$ cat src/rtl/sha256_multiblock_core_if.sv
// Block-in / digest-out handshake bundle for the SHA-256 multiblock core.
// The master side offers blocks and consumes digests; the slave side is the core.
interface sha256_multiblock_core_if;
  logic         in_valid;
  logic         in_ready;
  logic         in_first;
  logic         in_last;
  logic [511:0] in_block;
  logic         out_valid;
  logic         out_ready;
  logic [255:0] out_digest;

  modport master (
    output in_valid, in_first, in_last, in_block, out_ready,
    input  in_ready, out_valid, out_digest
  );

  modport slave (
    input  in_valid, in_first, in_last, in_block, out_ready,
    output in_ready, out_valid, out_digest
  );
endinterface

$ cat src/rtl/sha256_multiblock_core.sv
// SHA-256 compression over chained pre-padded 512-bit blocks, UNROLL rounds per
// clock, with message expansion done on the fly in a 16-word sliding window.
module sha256_multiblock_core #(
  parameter int unsigned UNROLL = 1
) (
  input  logic                     clk,
  input  logic                     reset,
  sha256_multiblock_core_if.slave  bus,
  output logic                     busy
);

  localparam int unsigned NROUND_CYC = 64 / UNROLL;

  if (UNROLL != 1 && UNROLL != 2 && UNROLL != 4 && UNROLL != 8) begin : g_bad_unroll
    $error("sha256_multiblock_core: UNROLL must be 1, 2, 4 or 8");
  end

  typedef logic [31:0] word_t;
  typedef enum logic [1:0] {IDLE, ROUND, FINAL, OUT} state_e;

  localparam word_t IV [8] = '{
    32'h6a09e667, 32'hbb67ae85, 32'h3c6ef372, 32'ha54ff53a,
    32'h510e527f, 32'h9b05688c, 32'h1f83d9ab, 32'h5be0cd19
  };

  localparam word_t K [64] = '{
    32'h428a2f98, 32'h71374491, 32'hb5c0fbcf, 32'he9b5dba5, 32'h3956c25b, 32'h59f111f1, 32'h923f82a4, 32'hab1c5ed5,
    32'hd807aa98, 32'h12835b01, 32'h243185be, 32'h550c7dc3, 32'h72be5d74, 32'h80deb1fe, 32'h9bdc06a7, 32'hc19bf174,
    32'he49b69c1, 32'hefbe4786, 32'h0fc19dc6, 32'h240ca1cc, 32'h2de92c6f, 32'h4a7484aa, 32'h5cb0a9dc, 32'h76f988da,
    32'h983e5152, 32'ha831c66d, 32'hb00327c8, 32'hbf597fc7, 32'hc6e00bf3, 32'hd5a79147, 32'h06ca6351, 32'h14292967,
    32'h27b70a85, 32'h2e1b2138, 32'h4d2c6dfc, 32'h53380d13, 32'h650a7354, 32'h766a0abb, 32'h81c2c92e, 32'h92722c85,
    32'ha2bfe8a1, 32'ha81a664b, 32'hc24b8b70, 32'hc76c51a3, 32'hd192e819, 32'hd6990624, 32'hf40e3585, 32'h106aa070,
    32'h19a4c116, 32'h1e376c08, 32'h2748774c, 32'h34b0bcb5, 32'h391c0cb3, 32'h4ed8aa4a, 32'h5b9cca4f, 32'h682e6ff3,
    32'h748f82ee, 32'h78a5636f, 32'h84c87814, 32'h8cc70208, 32'h90befffa, 32'ha4506ceb, 32'hbef9a3f7, 32'hc67178f2
  };

  function automatic word_t bsig0(input word_t x);
    return {x[1:0], x[31:2]} ^ {x[12:0], x[31:13]} ^ {x[21:0], x[31:22]};
  endfunction

  function automatic word_t bsig1(input word_t x);
    return {x[5:0], x[31:6]} ^ {x[10:0], x[31:11]} ^ {x[24:0], x[31:25]};
  endfunction

  function automatic word_t ssig0(input word_t x);
    return {x[6:0], x[31:7]} ^ {x[17:0], x[31:18]} ^ (x >> 3);
  endfunction

  function automatic word_t ssig1(input word_t x);
    return {x[16:0], x[31:17]} ^ {x[18:0], x[31:19]} ^ (x >> 10);
  endfunction

  state_e         state_q, state_d;
  word_t          h_q  [8];
  word_t          h_d  [8];
  word_t          wv_q [8];
  word_t          wv_d [8];
  word_t          w_q  [16];
  word_t          w_d  [16];
  word_t          rnd_v [8];
  word_t          rnd_w [16];
  logic [5:0]     cnt_q, cnt_d;
  logic           last_q, last_d;
  logic           ov_q, ov_d;
  logic [255:0]   dig_q, dig_d;
  logic           in_rdy;

  assign in_rdy         = (state_q == IDLE) && !reset;
  assign bus.in_ready   = in_rdy;
  assign bus.out_valid  = ov_q;
  assign bus.out_digest = dig_q;
  assign busy           = (state_q != IDLE);

  // wx[j] is W[t+j]; the window always holds W[t..t+15], so the new words
  // computed here are W[t+16..t+15+UNROLL] and become the next window tail.
  always_comb begin : round_comb
    word_t wx [16+UNROLL];
    word_t v  [8];
    word_t t1, t2;
    for (int unsigned i = 0; i < 16; i++) wx[i] = w_q[i];
    for (int unsigned j = 0; j < UNROLL; j++)
      wx[16+j] = ssig1(wx[14+j]) + wx[9+j] + ssig0(wx[1+j]) + wx[j];
    v = wv_q;
    for (int unsigned j = 0; j < UNROLL; j++) begin
      t1 = v[7] + bsig1(v[4]) + ((v[4] & v[5]) ^ (~v[4] & v[6]))
         + K[cnt_q + 6'(j)] + wx[j];
      t2 = bsig0(v[0]) + ((v[0] & v[1]) ^ (v[0] & v[2]) ^ (v[1] & v[2]));
      v[7] = v[6];
      v[6] = v[5];
      v[5] = v[4];
      v[4] = v[3] + t1;
      v[3] = v[2];
      v[2] = v[1];
      v[1] = v[0];
      v[0] = t1 + t2;
    end
    rnd_v = v;
    for (int unsigned i = 0; i < 16; i++) rnd_w[i] = wx[i+UNROLL];
  end

  always_comb begin
    state_d = state_q;
    h_d     = h_q;
    wv_d    = wv_q;
    w_d     = w_q;
    cnt_d   = cnt_q;
    last_d  = last_q;
    ov_d    = ov_q;
    dig_d   = dig_q;
    unique case (state_q)
      IDLE: begin
        if (bus.in_valid && in_rdy) begin
          for (int unsigned i = 0; i < 16; i++) w_d[i] = bus.in_block[511-32*i -: 32];
          last_d = bus.in_last;
          if (bus.in_first) begin
            h_d  = IV;
            wv_d = IV;
          end else begin
            wv_d = h_q;
          end
          cnt_d   = '0;
          state_d = ROUND;
        end
      end
      ROUND: begin
        wv_d  = rnd_v;
        w_d   = rnd_w;
        cnt_d = cnt_q + 6'(UNROLL);
        if (cnt_q == 6'(UNROLL * (NROUND_CYC - 1))) state_d = FINAL;
      end
      FINAL: begin
        for (int unsigned i = 0; i < 8; i++) begin
          h_d[i]                 = h_q[i] + wv_q[i];
          dig_d[255-32*i -: 32]  = h_q[i] + wv_q[i];
        end
        if (last_q) begin
          ov_d    = 1'b1;
          state_d = OUT;
        end else begin
          dig_d   = dig_q;
          state_d = IDLE;
        end
      end
      OUT: begin
        if (bus.out_ready) begin
          ov_d    = 1'b0;
          state_d = IDLE;
        end
      end
      default: state_d = IDLE;
    endcase
  end

  always_ff @(posedge clk) begin
    if (reset) begin
      state_q <= IDLE;
      h_q     <= IV;
      wv_q    <= '{default: '0};
      w_q     <= '{default: '0};
      cnt_q   <= '0;
      last_q  <= 1'b0;
      ov_q    <= 1'b0;
      dig_q   <= '0;
    end else begin
      state_q <= state_d;
      h_q     <= h_d;
      wv_q    <= wv_d;
      w_q     <= w_d;
      cnt_q   <= cnt_d;
      last_q  <= last_d;
      ov_q    <= ov_d;
      dig_q   <= dig_d;
    end
  end

endmodule
$ cat src/flat_wrapper.sv
// flat-port wrapper written by rule: the top's interface ports become plain ports
module sha256_multiblock_core_flat 
#(
  parameter int unsigned UNROLL = 1
)
  (clk, reset, busy, bus_in_valid, bus_in_first, bus_in_last, bus_in_block, bus_out_ready, bus_in_ready, bus_out_valid, bus_out_digest);
  sha256_multiblock_core_if bus_i ();
  input  logic clk;
  input  logic reset;
  output logic busy;
  input wire logic [$bits(bus_i.in_valid)-1:0] bus_in_valid;
  input wire logic [$bits(bus_i.in_first)-1:0] bus_in_first;
  input wire logic [$bits(bus_i.in_last)-1:0] bus_in_last;
  input wire logic [$bits(bus_i.in_block)-1:0] bus_in_block;
  input wire logic [$bits(bus_i.out_ready)-1:0] bus_out_ready;
  output wire logic [$bits(bus_i.in_ready)-1:0] bus_in_ready;
  output wire logic [$bits(bus_i.out_valid)-1:0] bus_out_valid;
  output wire logic [$bits(bus_i.out_digest)-1:0] bus_out_digest;
  assign bus_i.in_valid = bus_in_valid;
  assign bus_i.in_first = bus_in_first;
  assign bus_i.in_last = bus_in_last;
  assign bus_i.in_block = bus_in_block;
  assign bus_i.out_ready = bus_out_ready;
  assign bus_in_ready = bus_i.in_ready;
  assign bus_out_valid = bus_i.out_valid;
  assign bus_out_digest = bus_i.out_digest;
  sha256_multiblock_core #(.UNROLL(UNROLL)) u_core (.clk(clk), .reset(reset), .bus(bus_i), .busy(busy));
endmodule
$ cat config.mk
export PLATFORM = sky130hd
export DESIGN_NAME = sha256_multiblock_core_flat
export DESIGN_NICKNAME = d
export VERILOG_FILES = /design/src/rtl/sha256_multiblock_core_if.sv /design/src/rtl/sha256_multiblock_core.sv /design/src/flat_wrapper.sv
export SDC_FILE = /design/constraint.sdc
export NUM_CORES = 2
export LEC_CHECK = 0
export ABC_AREA = 0
export BUFFER_PORTS_ARGS = -buffer_cell sky130_fd_sc_hd__buf_2
export CELL_PAD_IN_SITES_DETAIL_PLACEMENT = 0
export CELL_PAD_IN_SITES_GLOBAL_PLACEMENT = 1
export CORE_ASPECT_RATIO = 1.1
export CORE_MARGIN = 1
export CORE_UTILIZATION = 40
export DETAILED_ROUTE_END_ITERATION = 10
export PLACE_DENSITY = 0.76
export SLEW_MARGIN = 0
export SYNTH_ARGS = -nofsm -noshare
export SYNTH_HDL_FRONTEND = slang
export SYNTH_SLANG_ARGS = --single-unit
$ cat constraint.sdc
create_clock -name clk -period 21.4 [get_ports clk]
set_input_delay 1.07 -clock clk [delete_from_list [all_inputs] [get_ports clk]]
set_output_delay 1.07 -clock clk [all_outputs]
set_load 0.05 [all_outputs]
==> results.md <==
- The flow ran to the end, and the final reports show no timing, DRC or antenna violations.
- The count of TritonRoute iterations in the first routing pass is 6.
- Setup repair after global routing left no endpoint under its margin.
- At the end of the flow, the number of nets in the layout was 11.41k.
- By area the synthesized netlist is led by dfxtp_1 (33%), nand2_1 (8.1%), ha_1 (6.2%).
- The post-synthesis cell area is around 80000 µm².
- Yosys printed 0 warnings.
- The synthesized design contains 0 enable-type register cells.
- between 700 and 800 I/O pins were placed.
- The main combinational cell family by area after synthesis is compound AO/OA/AOI/OAI gates.
- The number of clock sinks is between 1k and 1.5k.
- The initial antenna violation count is between 100 and 150.
- The floorplan die area is 199100 µm².
- The number of hold buffers added after cts is 0.
- The transition time of the tightest slew-check pin is approximately 1100 ps.
- The portion of synthesized cell area occupied by the leading cell type is between 30% and 40%.
- The adder-cell share of the synthesized area is 11.49%.
- Entering global routing, the biggest net connects 200 pins.
- For the worst setup path, the data required time is 22160 ps.
- The average instance area after synthesis is just under 8 µm².
- Counting flops and latches in the post-synthesis netlist gives between 1k and 1.5k.
- Dividing the detail-routed via count by the number of cells gives slightly below 6.
- Once detail routing completed, the nets flagged for antenna violations numbered 0.
- The number of placed instances, taps included is around 13k.
- Max-cap violations in this run came to 0.
- The die is between 400 and 500 µm wide.
- The count of buffers added on input and output ports is around 780.
- Summed over all cells, the static leakage comes to approximately 37 nW.
- The most used standard cell by instance count after synthesis is nand2_1.
- In this design, the stage delay of the slowest critical-path cell is 930 ps.
- The post-route netlist has between 10% and 20% of its cells at a drive strength greater than 1.
- The final max-slew violation count is 0.
- Power spread over the standard cell area amounts to approximately 210 nW/µm².
- Summing over every cut layer, the via total after detailed routing is slightly below 80k.
- STA classifies the critical path endpoint as a register.
- The final clock period utilization by the worst path is 47.75%.
- STA classifies the critical path startpoint as a register.
- On the critical path the largest part of the delay comes from compound AO/OA/AOI/OAI gates.
- The first routing iteration left 6900 violations.
- The count of distinct cell types in the synthesized netlist is a little over 100.
- The number of nets handed over by synthesis was roughly 11k.
- The detailed placer's ending HPWL is approximately 270000 µm.
- The number of buffers inserted during clock tree synthesis is around 150.
- The utilization after layout is a little under half.
- The number of global-route vias before repair is 72.54k.
- The initial utilization of the core area, before any placement, comes to 40.38%.
- The design draws around 0.019 W.
- The worst hold path belongs to the class register to register.
- The number of buffers and inverters on the critical path is 5.
- The clock latency of the later-clocked register in the worst-skew pair is 860 ps.
- The longest clock path from root to sink contains 3 buffers.
- The count of buffers added by post-CTS timing repair for setup is 0.
- After routing the design area is around 90000 µm².
- The first global-routing pass estimated ~510000 µm of wire.
- The average wire per standard cell is between 20 and 30 µm.
- The number of gates given a new drive strength after cts is 0.
- The area growth from synthesis to layout is 13.14%.
- In this run the core area contains 170 standard-cell rows.
- The register area share after synthesis is between 30 and 40%.
- The chip height is ~470 µm.
- The count of non-filler cells in the finished layout is about 13k.
- Static timing analysis puts the maximum clock frequency at between 90 and 100 MHz.
- The worst pin sits at a relative slew slack of a little under a quarter.
- Summed over all layers, the routed wires come to around 360000 µm.
- Clock skew on the completed layout was measured at just over 50 ps.
- The routability congestion estimate from global placement is 0.9669.
- The slowest cell on the critical path is ha_1.
- TritonCTS built the clock tree.
- The H-tree was split into 4 levels.
- The synthesized netlist devotes 22.54% of its cell area to compound gates.
- The combined global-route utilization of all metal layers is 34.58%.
- After floorplanning, the core was sized to cover 195500 µm².
- Subtracting the final worst setup slack from the clock period gives 10220 ps.
- Global routing finished with a remaining overflow of 0.
- Of all cell types, the one taking the most synthesized area is dfxtp_1.
- The proportion of synthesized flip-flops having asynchronous set or reset is 0%.
- The most repeated library cell on the critical path is a21oi_1.
- The final number of hold-violating endpoints is 0.
- The cell count after synthesis is 10.08k.
- IR analysis of the VDD net gives a maximum drop of ~0.4 mV.
- The xor/xnor share of the synthesized area is around 6.4%.
- Measured against the total synthesized area, the mux share comes to 0.7116%.
- The count of unresolved DRC violations after routing is 0.
- The master cell of the clock root buffer is clkbuf_16.
- The maximum fanout encountered on the critical timing path is 29.
- The commonest cells after synthesis are nand2_1 (1706), dfxtp_1 (1290), nor2_1 (1231).
- After routing, the total negative slack on setup checks comes to 0 ps.
- The simple-gate share of the synthesized area is 20.86%.
- The flip-flop cell with the highest count after synthesis is dfxtp_1.
- The data arrival time of the critical path is around 11000 ps.
- The placed instances occupy a cell area of 84020 µm².
- After clock tree synthesis, the clock-pin slew on the worst setup and hold paths is 60 ps.
- The critical path class is register to register.
- Setup violations remaining at the end of the flow were counted as 0.
registers in the layout (all words and copies together), names as in the netlist:
name	flops
u_core.rnd_w	480
u_core.bus.out_digest	256
u_core.h_q	256
u_core.rnd_v	192
u_core.wv_q	64
u_core.round_comb.wx	32
u_core.cnt_q	6
u_core.state_q	2
u_core.bus.out_valid	1
u_core.last_q	1
worst paths after layout:
check	startpoint	end	slack [ps]	cells after the start
setup / recovery	u_core.cnt_q[0]	u_core.rnd_v[216]	11180	34
setup reg to reg	u_core.cnt_q[0]	u_core.rnd_v[216]	11180	34
hold / removal	u_core.bus.out_digest[155]	u_core.bus.out_digest[155]	450	2
hold reg to reg	u_core.bus.out_digest[155]	u_core.bus.out_digest[155]	450	2
power by group:
| part | total [W] | switching [W] | internal, W |
|---|---|---|---|
| sequential | 0.00299 | 0.000385 | 0.00260 |
| clock | 0.00273 | 0.00117 | 0.00156 |
| combinational | 0.0131 | 0.00809 | 0.00503 |
| total | 0.0188 | 0.00964 | 0.00919 |
per-stage QoR:
| stage | hold WS (ps) | setup slack (ps) |
|---|---|---|
| 2_1_floorplan | 437.4 | 13040 |
| 3_3_place_gp | 440.2 | 11400 |
| 3_5_place_dp | 443.5 | 11450 |
| 4_1_cts | 401.8 | 11360 |
| 5_1_grt | 450.7 | 10720 |
| 6_report | 448.5 | 11180 |
cell usage in the layout, fill, tap and decap left out, types with 292 or more instances in the layout:
| cell type | netlist | final |
|---|---|---|
| nand2_1 | 1706 | 1703 |
| buf_2 | 0 | 774 |
| a21oi_1 | 710 | 708 |
| o21ai_0 | 292 | 292 |
| dfxtp_1 | 1290 | 1287 |
| nor2_1 | 1231 | 1228 |
| xnor2_1 | 417 | 417 |
| nor3_1 | 403 | 403 |
| ha_1 | 392 | 392 |
| a311oi_1 | 504 | 504 |
layout make-up:
type	count	area, µm²
clock inverters	48	859.6
diodes	38	95.09
inverters	280	1056
flip-flops and latches	1290	25830
clock buffers	221	4339
multi-input cells	7687	49030
well taps	2580	3228
repair buffers	892	4871
fillers	19780	106200
cell families after synthesis:
kind of cell    after synthesis
buf+inv                    1101
fa+ha+maj                   613
flops                      1290
compound gates             2576
simple gates               3870
mux                          51
xor+xnor                    577
per-layer routing:
layer,wire length [µm],GRT usage [%],up-vias
met1,146700,43.07,37470
met4,20100,17.54,124
met3,24210,6.907,698
li1,-,-,35920
met5,762,0,-
met2,164900,56.43,2729
tightest hold or removal path, stage by stage, from the launching register on:
cell and delay [ps]:
dfxtp_1 310, nand2_1 50, a21oi_1 50
Power figures use the tool's default switching activity.
